### src/rtl/branch_unit_if.sv
// Branch unit bus: ID instruction handshake, condition evaluator link,
// redirect handshake to fetch, link write, error pulse and perf counters.
// master = pipeline side driving ID/evaluator/fetch; slave = branch_unit.
interface branch_unit_if #(
    parameter int CNT_W = 32
);
    logic             id_valid;
    logic             id_ready;
    logic [31:0]      id_instr;
    logic [31:0]      id_pc;
    logic [3:0]       bf;
    logic             bcres;
    logic [31:0]      rs_val;
    logic             redir_valid;
    logic             redir_ready;
    logic [31:0]      redir_target;
    logic             flush;
    logic             link_we;
    logic [31:0]      link_data;
    logic             addr_err;
    logic [CNT_W-1:0] br_cnt;
    logic [CNT_W-1:0] tkn_cnt;

    modport master (
        output id_valid, id_instr, id_pc, bcres, rs_val, redir_ready,
        input  id_ready, bf, redir_valid, redir_target, flush,
        input  link_we, link_data, addr_err, br_cnt, tkn_cnt
    );

    modport slave (
        input  id_valid, id_instr, id_pc, bcres, rs_val, redir_ready,
        output id_ready, bf, redir_valid, redir_target, flush,
        output link_we, link_data, addr_err, br_cnt, tkn_cnt
    );
endinterface

### src/rtl/branch_unit.sv
// Branch/jump resolution: decodes ID branches into a bf code, resolves in EX
// with the evaluator's bcres, and issues a buffered redirect + flush to fetch.
// Ports: clk, reset (async, active-high), bus (branch_unit_if.slave).
module branch_unit #(
    parameter int          CNT_W       = 32,
    parameter logic [31:0] LINK_OFFSET = 32'd4
) (
    input  logic          clk,
    input  logic          reset,
    branch_unit_if.slave  bus
);
    typedef enum logic [2:0] {
        K_NONE,
        K_COND,
        K_J,
        K_JAL,
        K_JR
    } kind_t;

    logic [5:0]  op;
    logic [4:0]  rt;
    logic [5:0]  fn;
    logic [31:0] pc4;
    logic [31:0] br_off;
    kind_t       dec_kind;
    logic [3:0]  dec_bf;
    logic [31:0] dec_target;

    logic        ex_valid;
    kind_t       ex_kind;
    logic [3:0]  ex_bf;
    logic [31:0] ex_target;
    logic [31:0] ex_pc;

    logic        redir_q;
    logic [31:0] redir_tgt_q;
    logic        flush_q;
    logic [CNT_W-1:0] br_q;
    logic [CNT_W-1:0] tkn_q;

    logic        resolving;
    logic        jr_bad;
    logic        uncond;
    logic        taken;
    logic [31:0] res_target;
    logic        ready;
    logic        accept;

    assign op     = bus.id_instr[31:26];
    assign rt     = bus.id_instr[20:16];
    assign fn     = bus.id_instr[5:0];
    assign pc4    = bus.id_pc + 32'd4;
    assign br_off = {{14{bus.id_instr[15]}}, bus.id_instr[15:0], 2'b00};

    always_comb begin
        dec_kind = K_NONE;
        dec_bf   = 4'b0000;
        case (op)
            6'd0: if (fn == 6'd8) dec_kind = K_JR;
            6'd1: begin
                if (rt == 5'd0) begin
                    dec_kind = K_COND;
                    dec_bf   = 4'b0010;
                end else if (rt == 5'd1) begin
                    dec_kind = K_COND;
                    dec_bf   = 4'b0011;
                end
            end
            6'd2: dec_kind = K_J;
            6'd3: dec_kind = K_JAL;
            6'd4: begin dec_kind = K_COND; dec_bf = 4'b1000; end
            6'd5: begin dec_kind = K_COND; dec_bf = 4'b1010; end
            6'd6: begin dec_kind = K_COND; dec_bf = 4'b1100; end
            6'd7: begin dec_kind = K_COND; dec_bf = 4'b1110; end
            default: ;
        endcase
    end

    // JR target comes from the forwarded rs value in EX, not from decode.
    always_comb begin
        dec_target = 32'd0;
        if (dec_kind == K_COND)
            dec_target = pc4 + br_off;
        else if (dec_kind == K_J || dec_kind == K_JAL)
            dec_target = {pc4[31:28], bus.id_instr[25:0], 2'b00};
    end

    assign resolving  = ex_valid && (ex_kind != K_NONE);
    assign jr_bad     = (ex_kind == K_JR) && (bus.rs_val[1:0] != 2'b00);
    assign uncond     = (ex_kind == K_J) || (ex_kind == K_JAL) ||
                        (ex_kind == K_JR);
    assign taken      = resolving && !jr_bad &&
                        (uncond || ((ex_kind == K_COND) && bus.bcres));
    assign res_target = (ex_kind == K_JR) ? bus.rs_val : ex_target;

    // The instruction refused during a taken resolve is younger and gets
    // killed by the flush, so it is simply never captured.
    assign ready  = !reset && !redir_q && !taken;
    assign accept = bus.id_valid && ready;

    always_ff @(posedge clk or posedge reset) begin
        if (reset) begin
            ex_valid  <= 1'b0;
            ex_kind   <= K_NONE;
            ex_bf     <= 4'b0000;
            ex_target <= 32'd0;
            ex_pc     <= 32'd0;
        end else begin
            ex_valid <= accept;
            if (accept) begin
                ex_kind   <= dec_kind;
                ex_bf     <= dec_bf;
                ex_target <= dec_target;
                ex_pc     <= bus.id_pc;
            end
        end
    end

    // No new redirect can arise while one is pending: id_ready is low, so
    // EX is empty for as long as redir_q is set.
    always_ff @(posedge clk or posedge reset) begin
        if (reset) begin
            redir_q     <= 1'b0;
            redir_tgt_q <= 32'd0;
            flush_q     <= 1'b0;
        end else begin
            flush_q <= taken;
            if (taken) begin
                redir_q     <= 1'b1;
                redir_tgt_q <= res_target;
            end else if (redir_q && bus.redir_ready) begin
                redir_q <= 1'b0;
            end
        end
    end

    always_ff @(posedge clk or posedge reset) begin
        if (reset) begin
            br_q  <= '0;
            tkn_q <= '0;
        end else begin
            if (resolving)
                br_q <= br_q + CNT_W'(1);
            if (taken)
                tkn_q <= tkn_q + CNT_W'(1);
        end
    end

    assign bus.id_ready     = ready;
    assign bus.bf           = ex_valid ? ex_bf : 4'b0000;
    assign bus.redir_valid  = redir_q;
    assign bus.redir_target = redir_tgt_q;
    assign bus.flush        = flush_q;
    assign bus.link_we      = resolving && (ex_kind == K_JAL);
    assign bus.link_data    = bus.link_we ? (ex_pc + LINK_OFFSET) : 32'd0;
    assign bus.addr_err     = resolving && jr_bad;
    assign bus.br_cnt       = br_q;
    assign bus.tkn_cnt      = tkn_q;
endmodule

### src/flat_wrapper.sv
// flat-port wrapper written by rule: the top's interface ports become plain ports
module branch_unit_flat 
#(
    parameter int          CNT_W       = 32,
    parameter logic [31:0] LINK_OFFSET = 32'd4
)
  (clk, reset, bus_id_valid, bus_id_instr, bus_id_pc, bus_bcres, bus_rs_val, bus_redir_ready, bus_id_ready, bus_bf, bus_redir_valid, bus_redir_target, bus_flush, bus_link_we, bus_link_data, bus_addr_err, bus_br_cnt, bus_tkn_cnt);
  branch_unit_if #(.CNT_W(CNT_W)) bus_i ();
  input  logic clk;
  input  logic reset;
  input wire logic [$bits(bus_i.id_valid)-1:0] bus_id_valid;
  input wire logic [$bits(bus_i.id_instr)-1:0] bus_id_instr;
  input wire logic [$bits(bus_i.id_pc)-1:0] bus_id_pc;
  input wire logic [$bits(bus_i.bcres)-1:0] bus_bcres;
  input wire logic [$bits(bus_i.rs_val)-1:0] bus_rs_val;
  input wire logic [$bits(bus_i.redir_ready)-1:0] bus_redir_ready;
  output wire logic [$bits(bus_i.id_ready)-1:0] bus_id_ready;
  output wire logic [$bits(bus_i.bf)-1:0] bus_bf;
  output wire logic [$bits(bus_i.redir_valid)-1:0] bus_redir_valid;
  output wire logic [$bits(bus_i.redir_target)-1:0] bus_redir_target;
  output wire logic [$bits(bus_i.flush)-1:0] bus_flush;
  output wire logic [$bits(bus_i.link_we)-1:0] bus_link_we;
  output wire logic [$bits(bus_i.link_data)-1:0] bus_link_data;
  output wire logic [$bits(bus_i.addr_err)-1:0] bus_addr_err;
  output wire logic [$bits(bus_i.br_cnt)-1:0] bus_br_cnt;
  output wire logic [$bits(bus_i.tkn_cnt)-1:0] bus_tkn_cnt;
  assign bus_i.id_valid = bus_id_valid;
  assign bus_i.id_instr = bus_id_instr;
  assign bus_i.id_pc = bus_id_pc;
  assign bus_i.bcres = bus_bcres;
  assign bus_i.rs_val = bus_rs_val;
  assign bus_i.redir_ready = bus_redir_ready;
  assign bus_id_ready = bus_i.id_ready;
  assign bus_bf = bus_i.bf;
  assign bus_redir_valid = bus_i.redir_valid;
  assign bus_redir_target = bus_i.redir_target;
  assign bus_flush = bus_i.flush;
  assign bus_link_we = bus_i.link_we;
  assign bus_link_data = bus_i.link_data;
  assign bus_addr_err = bus_i.addr_err;
  assign bus_br_cnt = bus_i.br_cnt;
  assign bus_tkn_cnt = bus_i.tkn_cnt;
  branch_unit #(.CNT_W(CNT_W), .LINK_OFFSET(LINK_OFFSET)) u_core (.clk(clk), .reset(reset), .bus(bus_i));
endmodule
### config.mk
export PLATFORM = sky130hd
export DESIGN_NAME = branch_unit_flat
export DESIGN_NICKNAME = d
export VERILOG_FILES = /design/src/rtl/branch_unit_if.sv /design/src/rtl/branch_unit.sv /design/src/flat_wrapper.sv
export SDC_FILE = /design/constraint.sdc
export NUM_CORES = 1
export LEC_CHECK = 0
export CORE_MARGIN = 4
export CORE_UTILIZATION = 45
export DETAILED_ROUTE_END_ITERATION = 10
export DONT_BUFFER_PORTS = 1
export PLACE_DENSITY = 0.63
export SLEW_MARGIN = 20
export SYNTH_ARGS = -nofsm -noshare
export SYNTH_HDL_FRONTEND = slang
export SYNTH_SLANG_ARGS = --single-unit
### constraint.sdc
create_clock -name clk -period 5.2 [get_ports clk]
set_input_delay 0.78 -clock clk [delete_from_list [all_inputs] [get_ports clk]]
set_output_delay 0.78 -clock clk [all_outputs]
set_load 0.01 [all_outputs]
### Yosys cells after proc, flatten, opt, wreduce, memory -nomap -nowiden

Index checks and enable logic that the tools add are counted.

* bits in registers: 170
* input port bits: 101
* output and inout port bits: 137
* word-level logic and storage cells: 70

* add/sub/neg operators: 5
* equal/unequal tests: 16
* muxes and demuxes: 14
* reductions and logical operators: 25

Operators by type and width (count)
* two-way mux 32 bit: 4
* adder 32 x 1 -> 32 bit (second input constant): 2
* adder 32 x 3 -> 32 bit (second input constant): 2
* adder 32 bit: 1
* equality test 6 x 3 -> 1 bit (second input constant): 4
* case mux 4 bit (5 select lines): 1
* case mux 3 bit (5 select lines): 1
* equality test 3 x 2 -> 1 bit (second input constant): 4
* equality test 6 x 2 -> 1 bit (second input constant): 2
* logical AND 1 bit: 11
* two-way mux 4 bit: 2
* equality test 3 x 1 -> 1 bit (second input constant): 2
* equality test 6 x 1 -> 1 bit (second input constant): 1
* equality test 6 x 4 -> 1 bit (second input constant): 1
* logical NOT 6 bit: 1
* two-way mux 3 bit: 2
* equality test 5 x 1 -> 1 bit (second input constant): 1
* logical NOT 5 bit: 1
* logical NOT 1 bit: 4
* logical OR 1 bit: 4
* nonzero test 2 bit: 2
* OR reduction 4 bit: 1
* equality test 3 bit (second input constant): 1
* two-way mux 1 bit: 3
* other kinds (2): 2

### Logic depth before layout (Yosys ltp)

Gate-level depths: netlist of the first run.

* depth after elaboration: 8
* mapped depth: 17
* mapped depth without buffers: 15

### Worst setup path before layout of the first run

Ideal clock, no wire load.

* kind: in2reg
* start point: in bus_id_pc[10]
* end point: reg u_core.ex_target[29]
* library setup time: 129 ps
* data arrival time: 3522 ps
* required time: 5071 ps
* setup slack: 1550 ps
* cell stages on the path: 16
* buffers on the path: 1
* cells stage by stage: nand4_1 > or3_1 > nor2_1 > and2_1 > nand4_1 > xnor2_1 > ha_1 > clkbuf_1 > nand2_1 > o21a_1 > inv_1 > a2111oi_0 > a31oi_1 > a31oi_1 > mux2i_1 > a21oi_1

* longest elaborated chain between the ends: 3
* elaborated cells between the ends (all ways): 4
* those cells by class: add/sub: 2; mux: 2

RTL lines
* from (decl): line flat_wrapper.sv:13 `input wire logic [$bits(bus_i.id_pc)-1:0] bus_id_pc;`
* adder 32 x 3 -> 32 bit *: line branch_unit.sv:52 `assign pc4 = bus.id_pc + 32'd4;`
* adder 32 bit / two-way mux 32 bit (equally long branches): line branch_unit.sv:83, branch_unit.sv:84
* two-way mux 32 bit *: line branch_unit.sv:82 `if (dec_kind == K_COND)`
* to (signal assigned): line branch_unit.sv:113 `ex_target <= dec_target;`
* to (decl): line branch_unit.sv:32 `logic [31:0] ex_target;`

Mark *: on every way between the ends. The rest lies on a longest branch, timed or not.
A chain may end at the register's enable or synchronous reset.

### Final worst setup path of the first run

* start point: in bus_id_pc[9]
* end point: reg u_core.ex_target[23]

* longest elaborated chain between the ends: 3

RTL lines
* adder 32 x 3 -> 32 bit: line branch_unit.sv:52
* adder 32 bit: line branch_unit.sv:83 `dec_target = pc4 + br_off;`
* two-way mux 32 bit: line branch_unit.sv:82

No other way between the ends.

==> out/results.ini, run 1 <==
[routing]
dr.first_iter.drc_count = 522
viasPerCell = 5.636
dr_total_vias = 8015
firstDrtPassIters = 5
wl_per_cell_um = 19.51
ant_nets = 0
drc = 0
routed_wl_mm = 27.75

[sta]
finalSetupViolations = 0
finClkSkew_ps = 13.02
relSlewSlack_pct = 44.60
period_share_pct = 70.16
grt_setup_unrepaired = false
clock.fmax_mhz = 274.1
tightest_slew_ps = 831.1
drv_slew = 0
min_period_ps = 3648
final.setup.tns_ps = 0
hold_viol = 0

[yosys]
ys.flop_type = dfrtp_1
synth-edff-count = 0
synth_commonest_cells = nand2_1, dfrtp_1, nor2_1
syn-num-nets = 1286
syn_area_um2 = 10100
ys_seq_area_share_pct = 42.13
ys_top_cells_by_area = dfrtp_1, nand2_1, xnor2_1, ha_1, xor2_1
synth-async-reset-ratio_pct = 100.0
synth.most_common_cell = nand2_1
synthCells = 1146
syn_area_per_cell_um2 = 8.812
synth_cell_type_count = 55
synth_top_area_share_pct = 42.13
synth_seq_cells = 170
yosys_warnings = 0
yosysTopAreaCell = dfrtp_1

[clock_tree]
cts_buffer_depth = 2
clock-sinks = 170
clk_latency_ps = 430
numCtsBuffers = 17
root_buffer = clkbuf_16
path_clk_slew_ps = 80
tritoncts = done
cts_hold_buf = 0
cts.htree.levels = 4
cts_resized = 0
post-cts-setup-buffers = 0

[floorplan]
core-area_um2 = 21960
fp-row-count = 54
die_h_um = 157.8
dieArea_um2 = 24900
die_w_um = 157.8
io_pins = 238
start_util_pct = 45.99

[run]
cap_violations = 0

[pwr]
power_density_nw_per_um2 = 319.2
p_leak_nw = 4.777
ir_drop_mv = 0.2035

[setup_path]
arrival_ps = 3970
worstPathRequired_ps = 5520
critical_path_peak_fanout = 6
crit_path_start_kind = primary input
timing.setup.critical_path_class = primary input to flop
crit_path_end_kind = flop

[grt]
grt_remaining_overflow = 0
grt_max_degree = 141
grt_pass1_wl_mm = 43.26
antenna_found_initial = 0
grt_pass1_vias = 7753
grt_usage_pct = 22.17

[cells_and_area]
antenna_cells = 0
fillers = 2094
stdcell_area_um2 = 10990
nets = 1269
multi_input_area_um2 = 5593
area_growth_syn_to_layout_pct = 8.834
register_area_um2 = 4254
layout-drive-gt1-share_pct = 4.991

[min_path]
hold_path_class = primary input to async pin

[placed_design]
placed_cell_area_um2 = 10360
gp_congestion = 0.9305
dp_hpwl_mm = 21.12
portBuffers = 0

[outcome]
status = complete, no violations

-- placed cells by master (no fill, tap or decap), types with 5 or more instances in the layout --
master,netlist,routed
nand3_1,61,61
ha_1,38,38
o21ai_0,58,58
dfrtp_1,170,170
clkbuf_16,0,17
o31ai_1,7,7
and2_1,16,16
a21oi_1,42,42
inv_1,20,19
nor3_1,10,10
buf_4,0,7
a31oi_1,6,6
xnor2_1,86,86
and4_1,13,13
nor2b_1,5,5
nand4_1,35,35
xor2_1,51,51
and3_1,19,19
or3_1,7,7
a221oi_1,21,21
nand2_1,222,220
a21o_1,8,8
clkinv_8,0,6
mux2i_1,37,37
o21bai_1,8,8
nor2_1,114,113
-- worst max-delay path, cell delays in order --
cell and delay (ps):
nand3_1 90, nor2_1 190, and3_1 210, nand4_1 120, xnor2_1 190, ha_1 410
and2_1 220, nand2_1 70, a2111oi_0 580, o21ai_0 260, a21oi_1 360, xor2_1 120
a221oi_1 280, nor2_1 70
-- sequential cells by signal, summed over array words and instances (netlist names) --
register / count
u_core.bus.redir_valid: 1
u_core.bus.tkn_cnt: 32
u_core.bus.br_cnt: 32
u_core.ex_kind: 3
u_core.bus.redir_target: 32
u_core.ex_pc: 32
u_core.ex_bf: 4
u_core.bus.flush: 1
u_core.ex_target: 32
u_core.ex_valid: 1
-- path summary, 6_finish.rpt --
check	startpoint	to	slack, ps	depth (start not counted)
min in group clk	bus_id_pc[31]	u_core.ex_pc[31]	450	2
min reg2reg	u_core.ex_pc[0]	u_core.ex_pc[0]	470	2
min	reset	u_core.bus.tkn_cnt[4]	330	1
max in group asynchronous	reset	u_core.ex_pc[14]	3690	2
max reg2reg	u_core.ex_kind[2]	u_core.ex_pc[8]	2000	11
max	bus_id_pc[9]	u_core.ex_target[23]	1550	14
-- metal layers --
layer  part of all wire [%]  track usage, %  up-vias  routed length [um]
met5                      0               0        -                   0
met4                   0.89           4.711        0                 248
met3                    9.3           8.201       19                2567
met2                     49           37.03      248               13530
met1                     41           27.64     3806               11400
li1                       -               -     3942                   -
-- stage by stage --
stage	hold WS, ps	setup slack, ps	power [W]	util, %	instances
finish	325.3	1552	0.003508	50.05	1422
global route	353.1	1124	0.003717	50.05	1422
CTS	324.7	1583	0.003556	50.05	1422
detailed placement	459.6	1124	0.002206	47.16	1390
global placement	455.0	1219	0.002193	47.16	1390
floorplan	437.4	1550	0.002049	-	1146
-- cells by family (layout without fill, tap and decap cells) --
logic type | count (synthesis) | in the layout | share of synthesized area [%]
compound gates | 176 | 176 | 10.93
xor+xnor | 137 | 137 | 11.88
fa+ha+maj | 39 | 39 | 4.907
buf+inv | 66 | 62 | 2.627
flops | 170 | 170 | 42.13
mux | 38 | 38 | 3.779
simple gates | 520 | 520 | 23.75
-- final cells by class --
cell class / count / share of cell area, %
multi-input combinational: 910 / 50.89
sequential: 170 / 38.71
clock buffer: 17 / 3.871
tap: 280 / 3.188
clock inverter: 15 / 1.901
inverter: 22 / 0.7855
timing repair buffer: 8 / 0.6603
-- report_power, final --
group | switching (W) | leakage, nW | internal [W] | total [W]
sequential | 0.000192 | 2.23 | 0.00148 | 0.00167
clock | 0.000666 | 0.304 | 0.000672 | 0.00134
combinational | 0.000296 | 2.24 | 0.000207 | 0.000503
total | 0.00115 | 4.78 | 0.00235 | 0.00351
No activity file was read; power rests on OpenSTA's default activity.
==> run 2, diff against run 1 <==
- clock period: 5.2 -> 3.3 ns (I/O delays scaled with it)
==> out/results.ini, run 2 (synthesized netlist as in run 1, its figures left out) <==
[placed_design]
dp_hpwl_mm = 21.80
gp_congestion = 0.9110
pre_cts_ws_ps = -141.7
portBuffers = 0

[min_path]
hold_path_class = primary input to async pin

[floorplan]
start_util_pct = 45.99
core-area_um2 = 21960
fp-row-count = 54
die_w_um = 157.8
dieArea_um2 = 24900
io_pins = 238
die_h_um = 157.8

[cells_and_area]
antenna_cells = 0
layout-drive-gt1-share_pct = 11.33
fin_util_pct = 52.74
layout_common_cells = nand2_1, dfrtp_1, nor2_1
final_common_cell = nand2_1
fillers = 2025
nets = 1345
area_growth_syn_to_layout_pct = 14.68

[setup_path]
arrival_ps = 3470
crit_path_end_kind = flop
cpPeakStageDelay_ps = 480
slowest_stage = a2111oi_0
cp_top_family = compound AO/OA/AOI/OAI gates
crit_path_start_kind = primary input
crit_buf_inv = 1
worstPathRequired_ps = 3620
critical_path_peak_fanout = 4
cp_cell_sequence = nand3_1 -> nor2_1 -> and3_1 -> nand4_1 -> xnor2_1 -> ha_1 -> and2_1 -> nand2_1 -> a2111oi_0 -> buf_4 -> o21ai_0 -> a21oi_1 -> xor2_1 -> a221oi_1 -> nor2_1
cpMostUsedCell = nor2_1
timing.setup.critical_path_class = primary input to flop

[routing]
dr.first_iter.drc_count = 557
firstDrtPassIters = 5
wl_per_cell_um = 18.96
routed_wl_mm = 28.41
dr_total_vias = 8440
viasPerCell = 5.634
ant_nets = 0
drc = 0

[sta]
clock.fmax_mhz = 316.6
min_period_ps = 3158
relSlewSlack_pct = 43.08
finalSetupViolations = 0
hold_viol = 0
fin_ws_ps = 141.8
period_share_pct = 95.70
grt_setup_unrepaired = false
drv_slew = 0
tightest_slew_ps = 848.1
finClkSkew_ps = 15.00
fin_hold_ws_ps = 2.050

[run]
cap_violations = 0

[grt]
antenna_found_initial = 2
grt_max_degree = 89
grt_usage_pct = 22.53
grt_pass1_vias = 8309
grt_remaining_overflow = 0
grt_pass1_wl_mm = 44.48

[clock_tree]
path_clk_slew_ps = 80
numCtsBuffers = 17
post-cts-setup-buffers = 0
clock-sinks = 170
root_buffer = clkbuf_16
cts.htree.levels = 4
cts_buffer_depth = 2
clk_latency_ps = 430
tritoncts = done

[pwr]
power_density_nw_per_um2 = 482.4
p_leak_nw = 5.147
ir_drop_mv = 0.3336

[outcome]
status = complete, no violations

run 2: worst paths after layout:
kind / startpoint / end / slack, ps / depth (start not counted)
worst max-delay path: bus_id_pc[9] / u_core.ex_target[23] / 140 / 15
worst min-delay path: reset / u_core.bus.tkn_cnt[6] / 2 / 1
worst max register to register: u_core.ex_kind[2] / u_core.ex_pc[8] / 580 / 10
worst min register to register: u_core.ex_pc[1] / u_core.ex_pc[1] / 480 / 2
max in group asynchronous: reset / u_core.ex_pc[19] / 2430 / 2
min in group clk: bus_redir_ready / u_core.bus.redir_valid / 170 / 1
run 2: worst reg2reg max path, stage by stage (launching register included):
cell and delay (ps):
dfrtp_1 450, nor3b_4 180, o2bb2ai_1 150, nand2_2 90, inv_2 80, nor3_1 460, nand2_2 200, inv_2 370
buf_4 430, nand2_1 170, nand2_1 70
run 2: metrics by stage:
step / setup TNS, ps / std cells / instance area [um2] / power, W
finish: 0 / 1498 / 11580 / 0.005587
global route: 0 / 1498 / 11580 / 0.005898
CTS: 0 / 1498 / 11580 / 0.005650
detailed placement: -1026 / 1466 / 10960 / 0.003590
global placement: -343.9 / 1466 / 10960 / 0.003563
floorplan: 0 / 1146 / 10110 / 0.003231
run 2: power by group:
group | leakage (nW) | switching, W | internal, W
Sequential | 2.23 | 0.000301 | 0.00232
Clock | 0.294 | 0.00101 | 0.00104
Combinational | 2.62 | 0.000491 | 0.000419
run 2: metal layers:
layer | wire length, um | global-route usage (%) | up-vias | part of all wire [%]
li1 | - | - | 4097 | -
met1 | 11440 | 27.53 | 4038 | 40
met2 | 13830 | 37.84 | 252 | 49
met3 | 2473 | 7.818 | 49 | 8.7
met4 | 623 | 6.473 | 4 | 2.2
met5 | 40 | 0 | - | 0.14
run 2: area by class of cell:
class / instances / area (um2) / area share [%]
Clock buffer: 17 / 425.4 / 3.673
Clock inverter: 15 / 187.7 / 1.621
Inverter: 22 / 86.33 / 0.7455
Multi-Input combinational cell: 910 / 5609 / 48.43
Sequential cell: 170 / 4254 / 36.73
Tap cell: 280 / 350.3 / 3.025
Timing Repair Buffer: 84 / 668.1 / 5.769
run 2: repair_timing:
| item | CTS | global route |
|---|---|---|
| hold buffers | 0 | 0 |
| gates resized for setup | 0 | 2 |
| setup endpoints to repair | 0 | 5 |
==> run 3, diff against run 2 <==
- clock period: 3.3 -> 2.68 ns (I/O delays scaled with it)
==> out/results.ini, run 3 (synthesized netlist as in run 1, its figures left out) <==
[floorplan]
die_w_um = 157.8
fp-row-count = 54
core-area_um2 = 21960
start_util_pct = 45.99
die_h_um = 157.8
io_pins = 238
dieArea_um2 = 24900

[sta]
fin_ws_ps = -10.05
period_share_pct = 100.4
hold_viol = 0
finClkSkew_ps = 15.85
finalSetupViolations = 1
grt_setup_unrepaired = true
relSlewSlack_pct = 45.15
tightest_slew_ps = 817.3
drv_slew = 0
clock.fmax_mhz = 371.7
min_period_ps = 2690

[routing]
viasPerCell = 5.481
wl_per_cell_um = 18.81
firstDrtPassIters = 5
dr_total_vias = 8677
ant_nets = 0
dr.first_iter.drc_count = 494
drc = 0
routed_wl_mm = 29.78

[clock_tree]
clk_latency_ps = 440
cts.htree.levels = 4
cts_buffer_depth = 2
clock-sinks = 170
root_buffer = clkbuf_16
tritoncts = done
path_clk_slew_ps = 90
numCtsBuffers = 17

[setup_path]
crit_path_end_kind = primary output
cp_cell_sequence = ha_2 -> nand3_4 -> nor2b_4 -> nand2_2 -> nor2_2 -> and4_4 -> nand4_1 -> xor2_1 -> nor2_2
cpMostUsedCell = nor2_2
crit_path_start_kind = flop
critical_path_peak_fanout = 4
arrival_ps = 2290
timing.setup.critical_path_class = flop to primary output
cpPeakStageDelay_ps = 420
slowest_stage = dfrtp_1
ff2ff_setup_slack_ps = 350
reg2reg_depth = 10
worstPathRequired_ps = 2280

[cells_and_area]
fin_util_pct = 57.32
antenna_cells = 0
final_common_cell = nand2_1
stdcell_area_um2 = 12590
layout_common_cells = nand2_1, dfrtp_1, buf_4
nets = 1430
area_growth_syn_to_layout_pct = 24.64
layout-drive-gt1-share_pct = 22.33
fillers = 1954

[pwr]
power_w = 0.007117
clockPowerShare_pct = 36.1
p_leak_nw = 5.654
p_int_w = 0.004780
power_switching_w = 0.002337
swShare_pct = 32.83
p_comb_share_pct = 18.6
p_seq_share_pct = 45.3
ir_drop_mv = 0.3896
power_density_nw_per_um2 = 565.4

[grt]
grt_max_degree = 68
grt_pass1_vias = 8692
grt_usage_pct = 23.08
grt_pass1_wl_mm = 45.60
grt_remaining_overflow = 0
antenna_found_initial = 1

[placed_design]
gp_congestion = 0.9353
portBuffers = 0
placed_cell_area_um2 = 11530
dp_hpwl_mm = 22.73
pre_cts_ws_ps = -464.7

[min_path]
hold_path_class = primary input to flop
hold_depth = 2

[outcome]
violations = negative setup slack
status = finished, violations left

[run]
cap_violations = 0

run 3: cell types whose count changed in the layout (fill, tap and decap cells not counted), sizes merged:
cell / previous run / this run
inv: 28 / 27
dlygate4sd3: 0 / 1
clkinvlp: 2 / 1
buf: 84 / 168
clkinv: 7 / 9
run 3: path summary, 6_finish.rpt:
kind / startpoint / endpoint
setup reg to reg: u_core.ex_kind[2] / u_core.ex_target[13]
setup / recovery: u_core.ex_pc[3] / bus_link_data[26]
hold reg to reg: u_core.ex_bf[1] / u_core.ex_bf[1]
min in group asynchronous: reset / u_core.bus.redir_target[7]
max in group asynchronous: reset / u_core.bus.tkn_cnt[31]
hold / removal: bus_id_pc[25] / u_core.ex_pc[25]
run 3: per-layer routing:
layer  GRT usage, %  wire length, um  vias up
met4          6.022              495        0
met5              0                0        -
li1               -                -     4266
met1          27.30            11880     4127
met3          8.775             2681       32
met2          39.52            14720      252
run 3: area by class of cell:
cell class,instances,area [um2],share of cell area [%]
clock inverters,15,191.4,1.521
clock buffers,17,425.4,3.380
multi-input cells,910,5953,47.30
well taps,280,350.3,2.783
repair buffers,169,1325,10.53
inverters,22,86.33,0.6859
flip-flops and latches,170,4255,33.81
run 3: stage by stage:
stage | TNS, ps | std cells | hold WS [ps]
2_1_floorplan | -2013 | 1146 | 437.4
3_3_place_gp | -5692 | 1527 | 424.0
3_5_place_dp | -6482 | 1527 | 417.2
4_1_cts | -10.23 | 1575 | 52.03
5_1_grt | -1204 | 1583 | 66.50
6_report | -10.05 | 1583 | 65.61
run 3: power by group through the flow:
stage	clock network [W]	logic [W]	registers [W]
finish	0.00257	0.00133	0.00322
global route	0.00274	0.00150	0.00327
CTS	0.00262	0.00129	0.00323
detailed placement	0	0.00123	0.00330
global placement	0	0.00121	0.00328
floorplan	0	0.000826	0.00318
run 3: repair_timing:
item,4_1_cts,5_1_grt
resized for setup,17,46
buffers inserted,15,9
setup endpoints to repair,10,28
pin swaps,7,27
cloned,0,0
hold buffers,1,0
endpoints found under the hold margin,24,0
run 3: worst max-delay path, delay by kind of cell (launching register included):
family / cells / cell delay, ps
DFF: 1 / 420
adders and majority gates: 1 / 260
xor gates and xnor gates: 1 / 170
and+or+nand+nor: 7 / 1000
